File: config.mk
export PLATFORM = sky130hd
export DESIGN_NAME = cpu_step_ctrl
export DESIGN_NICKNAME = d
export VERILOG_FILES = /design/src/rtl/cpu_step_ctrl.sv
export SDC_FILE = /design/constraint.sdc
export NUM_CORES = 1
export LEC_CHECK = 0
export BUFFER_PORTS_ARGS = -buffer_cell sky130_fd_sc_hd__buf_2
export CAP_MARGIN = 20
export CORE_MARGIN = 3
export CORE_UTILIZATION = 51
export DETAILED_ROUTE_END_ITERATION = 10
export PLACE_DENSITY = 0.72
export SETUP_SLACK_MARGIN = 0.15
export SYNTH_ARGS = -nofsm -noshare
export SYNTH_HDL_FRONTEND = slang
export SYNTH_SLANG_ARGS = --single-unit
export TNS_END_PERCENT = 1
File: constraint.sdc
create_clock -name clk -period 1.8 [get_ports clk]
set_input_delay 0.36 -clock clk [delete_from_list [all_inputs] [get_ports clk]]
set_output_delay 0.36 -clock clk [all_outputs]
set_load 0.005 [all_outputs]
File: src/rtl/cpu_step_ctrl.sv
// Clock-enable generator for the CPU: free-running fast/slow enable or one pulse per debounced key.
// Optional build macro STEP_AUTOREPEAT_EN adds autorepeat while the step key is held.
module cpu_step_ctrl #(
    parameter int unsigned CLK_HZ      = 50000000,
    parameter int unsigned FAST_HZ     = 100,
    parameter int unsigned SLOW_HZ     = 10,
    parameter int unsigned DB_MS       = 20,
    parameter int unsigned SYNC_STAGES = 2,
    parameter int unsigned REPEAT_MS   = 500
) (
    input  logic        clk,
    input  logic        reset,
    input  logic        key_n,
    input  logic        mode_step,
    input  logic        rate_slow,
    input  logic        halt,
    output logic        cpu_en,
    output logic [15:0] step_count,
    output logic [1:0]  state
);

    localparam int unsigned DIV_FAST      = CLK_HZ / FAST_HZ;
    localparam int unsigned DIV_SLOW      = CLK_HZ / SLOW_HZ;
    localparam int unsigned DB_CYCLES     = 32'((64'(CLK_HZ) * 64'(DB_MS)) / 64'd1000);
    localparam int unsigned REPEAT_CYCLES = 32'((64'(CLK_HZ) * 64'(REPEAT_MS)) / 64'd1000);
    localparam int unsigned DIV_BASE_MAX  = (DIV_SLOW > DIV_FAST) ? DIV_SLOW : DIV_FAST;
    // Divider is sized for the autorepeat hold too, so both builds share one register layout.
    localparam int unsigned CNT_MAX       = (REPEAT_CYCLES > DIV_BASE_MAX) ? REPEAT_CYCLES
                                                                           : DIV_BASE_MAX;
    localparam int unsigned DIV_W         = $clog2(CNT_MAX + 1);
    localparam int unsigned DB_W          = $clog2(DB_CYCLES + 1);

    localparam logic [DIV_W-1:0] FAST_LAST = DIV_W'(DIV_FAST - 1);
    localparam logic [DIV_W-1:0] SLOW_LAST = DIV_W'(DIV_SLOW - 1);
    localparam logic [DB_W-1:0]  DB_LAST   = DB_W'(DB_CYCLES - 1);
`ifdef STEP_AUTOREPEAT_EN
    localparam logic [DIV_W-1:0] REPEAT_LAST = DIV_W'(REPEAT_CYCLES - 1);
`endif

    typedef enum logic [1:0] {
        StRun      = 2'd0,
        StStep     = 2'd1,
        StStepHeld = 2'd2,
        StHalt     = 2'd3
    } state_e;

    logic [SYNC_STAGES-1:0] key_sync_q, mode_sync_q, rate_sync_q;
    logic                   key_stable_q, key_stable_d, key_prev_q;
    logic [DB_W-1:0]        db_cnt_q, db_cnt_d;
    logic [DIV_W-1:0]       div_q, div_d, div_last;
    state_e                 state_q, state_d;
    logic                   cpu_en_q, cpu_en_d;
    logic [15:0]            step_count_q;
`ifdef STEP_AUTOREPEAT_EN
    logic                   rep_armed_q, rep_armed_d;
`endif

    logic key_s, mode_s, rate_s, rate_chg, div_tick, key_press, key_rel;

    assign key_s  = key_sync_q[SYNC_STAGES-1];
    assign mode_s = mode_sync_q[SYNC_STAGES-1];
    assign rate_s = rate_sync_q[SYNC_STAGES-1];
    // Rate change is seen one stage early so the divider restarts on the edge rate_s flips.
    assign rate_chg  = rate_sync_q[SYNC_STAGES-1] != rate_sync_q[SYNC_STAGES-2];
    assign div_last  = rate_s ? SLOW_LAST : FAST_LAST;
    assign div_tick  = !rate_chg && (div_q == div_last);
    assign key_press = key_prev_q & ~key_stable_q;
    assign key_rel   = ~key_prev_q & key_stable_q;

    always_comb begin
        key_stable_d = key_stable_q;
        db_cnt_d     = '0;
        if (key_s != key_stable_q) begin
            if (db_cnt_q == DB_LAST) begin
                key_stable_d = key_s;
            end else begin
                db_cnt_d = db_cnt_q + DB_W'(1);
            end
        end
    end

    always_comb begin
        state_d  = state_q;
        cpu_en_d = 1'b0;
        div_d    = (div_tick || rate_chg) ? '0 : div_q + DIV_W'(1);
`ifdef STEP_AUTOREPEAT_EN
        rep_armed_d = rep_armed_q;
`endif
        if (halt) begin
            state_d = StHalt;
        end else begin
            unique case (state_q)
                StHalt: state_d = mode_s ? StStep : StRun;
                StRun: begin
                    if (mode_s) begin
                        state_d = StStep;
                    end else begin
                        cpu_en_d = div_tick;
                    end
                end
                StStep: begin
                    if (!mode_s) begin
                        state_d = StRun;
                    end else if (key_press) begin
                        cpu_en_d = 1'b1;
                        state_d  = StStepHeld;
`ifdef STEP_AUTOREPEAT_EN
                        div_d       = '0;
                        rep_armed_d = 1'b0;
`endif
                    end
                end
                StStepHeld: begin
                    if (!mode_s) begin
                        state_d = StRun;
                    end else if (key_rel) begin
                        state_d = StStep;
                    end
`ifdef STEP_AUTOREPEAT_EN
                    else begin
                        // Divider doubles as the hold timer, then as the slow repeat period.
                        div_d = div_q + DIV_W'(1);
                        if (!rep_armed_q) begin
                            if (div_q == REPEAT_LAST) begin
                                cpu_en_d    = 1'b1;
                                rep_armed_d = 1'b1;
                                div_d       = '0;
                            end
                        end else if (div_q == SLOW_LAST) begin
                            cpu_en_d = 1'b1;
                            div_d    = '0;
                        end
                    end
`endif
                end
            endcase
        end
        if (state_d == StRun && state_q != StRun) begin
            div_d = '0;
        end
    end

    always_ff @(posedge clk) begin
        if (reset) begin
            key_sync_q   <= '1;
            mode_sync_q  <= '0;
            rate_sync_q  <= '0;
            key_stable_q <= 1'b1;
            key_prev_q   <= 1'b1;
            db_cnt_q     <= '0;
            div_q        <= '0;
            state_q      <= StStep;
            cpu_en_q     <= 1'b0;
            step_count_q <= '0;
`ifdef STEP_AUTOREPEAT_EN
            rep_armed_q  <= 1'b0;
`endif
        end else begin
            key_sync_q   <= {key_sync_q[SYNC_STAGES-2:0], key_n};
            mode_sync_q  <= {mode_sync_q[SYNC_STAGES-2:0], mode_step};
            rate_sync_q  <= {rate_sync_q[SYNC_STAGES-2:0], rate_slow};
            key_stable_q <= key_stable_d;
            key_prev_q   <= key_stable_q;
            db_cnt_q     <= db_cnt_d;
            div_q        <= div_d;
            state_q      <= state_d;
            cpu_en_q     <= cpu_en_d;
            step_count_q <= step_count_q + {15'd0, cpu_en_q};
`ifdef STEP_AUTOREPEAT_EN
            rep_armed_q  <= rep_armed_d;
`endif
        end
    end

    assign cpu_en     = cpu_en_q;
    assign step_count = step_count_q;
    assign state      = state_q;

endmodule
==> impl_metrics.env <==
export IMPL_first_pass_iters=4
export IMPL_synth_area_per_cell_um2=8.915
export IMPL_required_ns=2.01
export IMPL_relSlewSlack=0.7394
export IMPL_power_leakage_nw=1.424
export IMPL_final_nets=441
export IMPL_portBuffers=24
export IMPL_cts_buffers=9
export IMPL_worst_slack_ns=-0.01930
export IMPL_rows=28
export IMPL_violations="setup timing"
export IMPL_critPathKind="reg2reg"
export IMPL_rsz0062_at_grt="true"
export IMPL_route_met3_wl_um=255
export IMPL_root_buffer="clkbuf_8"
export IMPL_timing_hold_ws_ns=0.1919
export IMPL_h_tree_depth=3
export IMPL_initial_core_util=0.5398
export IMPL_status="finished with violations"
export IMPL_dr_wl_met2_mm=3.486
export IMPL_drtIter0Drc=93
export IMPL_gp_congestion=0.7807
export IMPL_gr_total_overflow=0
export IMPL_place_inst=494
export IMPL_netlist_area_mm2=0.003272
export IMPL_min_path_type="in2reg"
export IMPL_die_area_mm2=0.007412
export IMPL_async_flop_share=0
export IMPL_grt_max_degree=26
export IMPL_num_antenna_cells=0
export IMPL_cts_num_sinks=72
export IMPL_maxCapViolCount=0
export IMPL_pre_cts_ws_ns=0.001876
export IMPL_yosysWarningCount=0
export IMPL_core_area_mm2=0.006061
export IMPL_syn_nets=377
export IMPL_fmax_mhz=549.7
export IMPL_post_route_min_period_ns=1.819
export IMPL_clk_pin_slew_ns=0.08
export IMPL_worst_pin_slew_ns=0.3855
export IMPL_fin_cells=511
export IMPL_slew_viol_final=0
export IMPL_vdd_drop_max_v=0.0005861
export IMPL_drive_gt1_frac=0.2844
export IMPL_grt_pass1_vias=2729
export IMPL_arrival_ns=2.03
export IMPL_grt_antenna_before_repair=0
export IMPL_min_period_over_period=1.011
export IMPL_synth_flop_cell="dfxtp_1"
export IMPL_cts_buffer_depth=2
export IMPL_synthCells=367
export IMPL_drt_met1_wl_mm=3.214
export IMPL_synth_cell_type_count=47
export IMPL_finalHoldViolCount=0
export IMPL_dpl_hpwl_mm=4.910
export IMPL_finalClockSkew_ns=0.01219
export IMPL_endpoint_kind="flop"
export IMPL_top_layer="met4"
export IMPL_synth_edf_count=0
export IMPL_clk_latency_ns=0.34
export IMPL_cts_tree="built"
export IMPL_grt_usage=0.2010
export IMPL_yosysSeqAreaShare=0.4405
export IMPL_routed_via_density=5.689
export IMPL_critPathMaxFanout=7
export IMPL_synth_seq_cells=72
export IMPL_routed_wl_mm=7.047
export IMPL_grt_pass1_wl_mm=12.12
export IMPL_synthToLayoutAreaGrowth_pct=24.70
export IMPL_setup_viol=10
export IMPL_die_y_um=86.10
export IMPL_vias=2907
export IMPL_drc_errors=0
export IMPL_pin_count=25
export IMPL_critical_path_startpoint_type="flop"
export IMPL_wl_per_cell_um=13.79
export IMPL_fp_dieW_um=86.10
export IMPL_power_density_mw_per_mm2=720.7
export IMPL_ant_nets=0
## worst max-delay path: stages, from the launching register on
cell	delay (ns)
dfxtp_2	0.34
or4_1	0.51
a221o_1	0.35
a211oi_4	0.25
buf_4	0.21
a211oi_1	0.05
## synth_stat cells (2+ instances only)
library cell  count  area [µm²]
nand4_1          17       106.4
or4_1             9       67.56
o21ai_0          18       90.09
inv_1            10       37.54
and3_1            6       37.54
and4_1            5       43.79
nor3_1           14       70.07
or2_2             4       25.02
nor2b_1           6       37.54
or3_1            17       106.4
nor4_1            5       31.28
nor3b_1           2       15.01
clkbuf_1          9       33.78
buf_6             2       22.52
o41ai_1           2       17.52
nand2_1          21       78.83
o311ai_0          2       17.52
nand4b_1          2       17.52
ha_1              4       50.05
nor2_1           27       101.4
xnor2_1          12       105.1
xor2_1           20       175.2
dfxtp_1          72        1441
a211oi_1         12       90.09
a21oi_1          14       70.07
o31ai_1           7       52.55
nor4b_1           4       35.03
and2_1            4       25.02
nand3_1          22       110.1
## where the power goes
| group | switching (mW) | internal (mW) | leakage, nW |
|---|---|---|---|
| logic | 0.0444 | 0.0281 | 0.743 |
| registers | 0.00882 | 1.60 | 0.588 |
| clock network | 0.608 | 0.647 | 0.0933 |
| total | 0.661 | 2.28 | 1.42 |
## cell type report
type | instances | area (µm²)
Fill cell | 485 | 1981
Multi-Input combinational cell | 270 | 1837
Sequential cell | 72 | 1455
Timing Repair Buffer | 68 | 461.7
Clock buffer | 10 | 127.6
Tap cell | 75 | 93.84
Clock inverter | 6 | 67.56
Inverter | 10 | 37.54
## logic make-up after synthesis
group,count (synthesis),share of synthesized area
buf+inv,25,0.03518
xor+xnor,32,0.08566
fa+ha+maj,4,0.01530
flops,72,0.4405
simple gates,173,0.3006
compound gates,61,0.1228
## registers in the layout, summed over array words and instances, names as in the netlist
name / cells
div_q: 25
db_cnt_q: 20
step_count: 16
key_sync_q: 2
mode_sync_q: 2
rate_sync_q: 2
state: 2
cpu_en: 1
key_prev_q: 1
key_stable_q: 1
## per-layer routing
layer | vias to the layer above | global-route usage
li1 | 1480 | -
met1 | 1372 | 0.2464
met2 | 42 | 0.3371
met3 | 13 | 0.05956
met4 | 0 | 0.06475
met5 | - | 0
## metrics by stage
step / total power, mW / TNS [ns] / instance area (µm²) / utilization
6_report: 2.941 / -0.09271 / 4080 / 0.6732
5_1_grt: 3.056 / -1.339 / 4080 / 0.6732
4_1_cts: 2.971 / -0.1093 / 3968 / 0.6546
3_5_place_dp: 1.720 / 0 / 3734 / 0.6160
3_3_place_gp: 1.719 / 0 / 3734 / 0.6160
2_1_floorplan: 1.693 / -0.1279 / 3278 / -
## layout by cell type (no fill, tap or decap), drive strengths merged, types with 5 or more instances in the layout
cell    Yosys  routed
or4         9       9
inv        10      12
o21ai      19      19
nor3       15      15
buf         5      68
or3        17      17
nor2       27      27
clkbuf     10      10
a21oi      14      14
nand2      21      21
dfxtp      72      72
o31ai       7       7
and4        6       6
and3        6       6
xnor2      12      12
xor2       20      20
nand3      22      22
a211oi     14      14
nor2b       6       6
nand4      17      17
nor4        5       5
## worst paths after layout
check / startpoint / end / slack (ns) / depth (start not counted)
setup / recovery: div_q[9]$_SDFF_PP0_ / div_q[22]$_SDFF_PP0_ / -0.02 / 5
hold / removal: key_n / key_sync_q[0]$_SDFF_PP1_ / 0.19 / 2
setup reg to reg: div_q[9]$_SDFF_PP0_ / div_q[22]$_SDFF_PP0_ / -0.02 / 5
hold reg to reg: key_sync_q[0]$_SDFF_PP1_ / key_sync_q[1]$_SDFF_PP1_ / 0.41 / 1
## timing repair
item | 4_1_cts | 5_1_grt
setup buffers | 0 | 1
pin swaps | 5 | 9
endpoints found under the setup margin | 35 | 49
gates resized for setup | 10 | 27
hold buffers | 0 | 0
(Power assumes the default switching activity.)
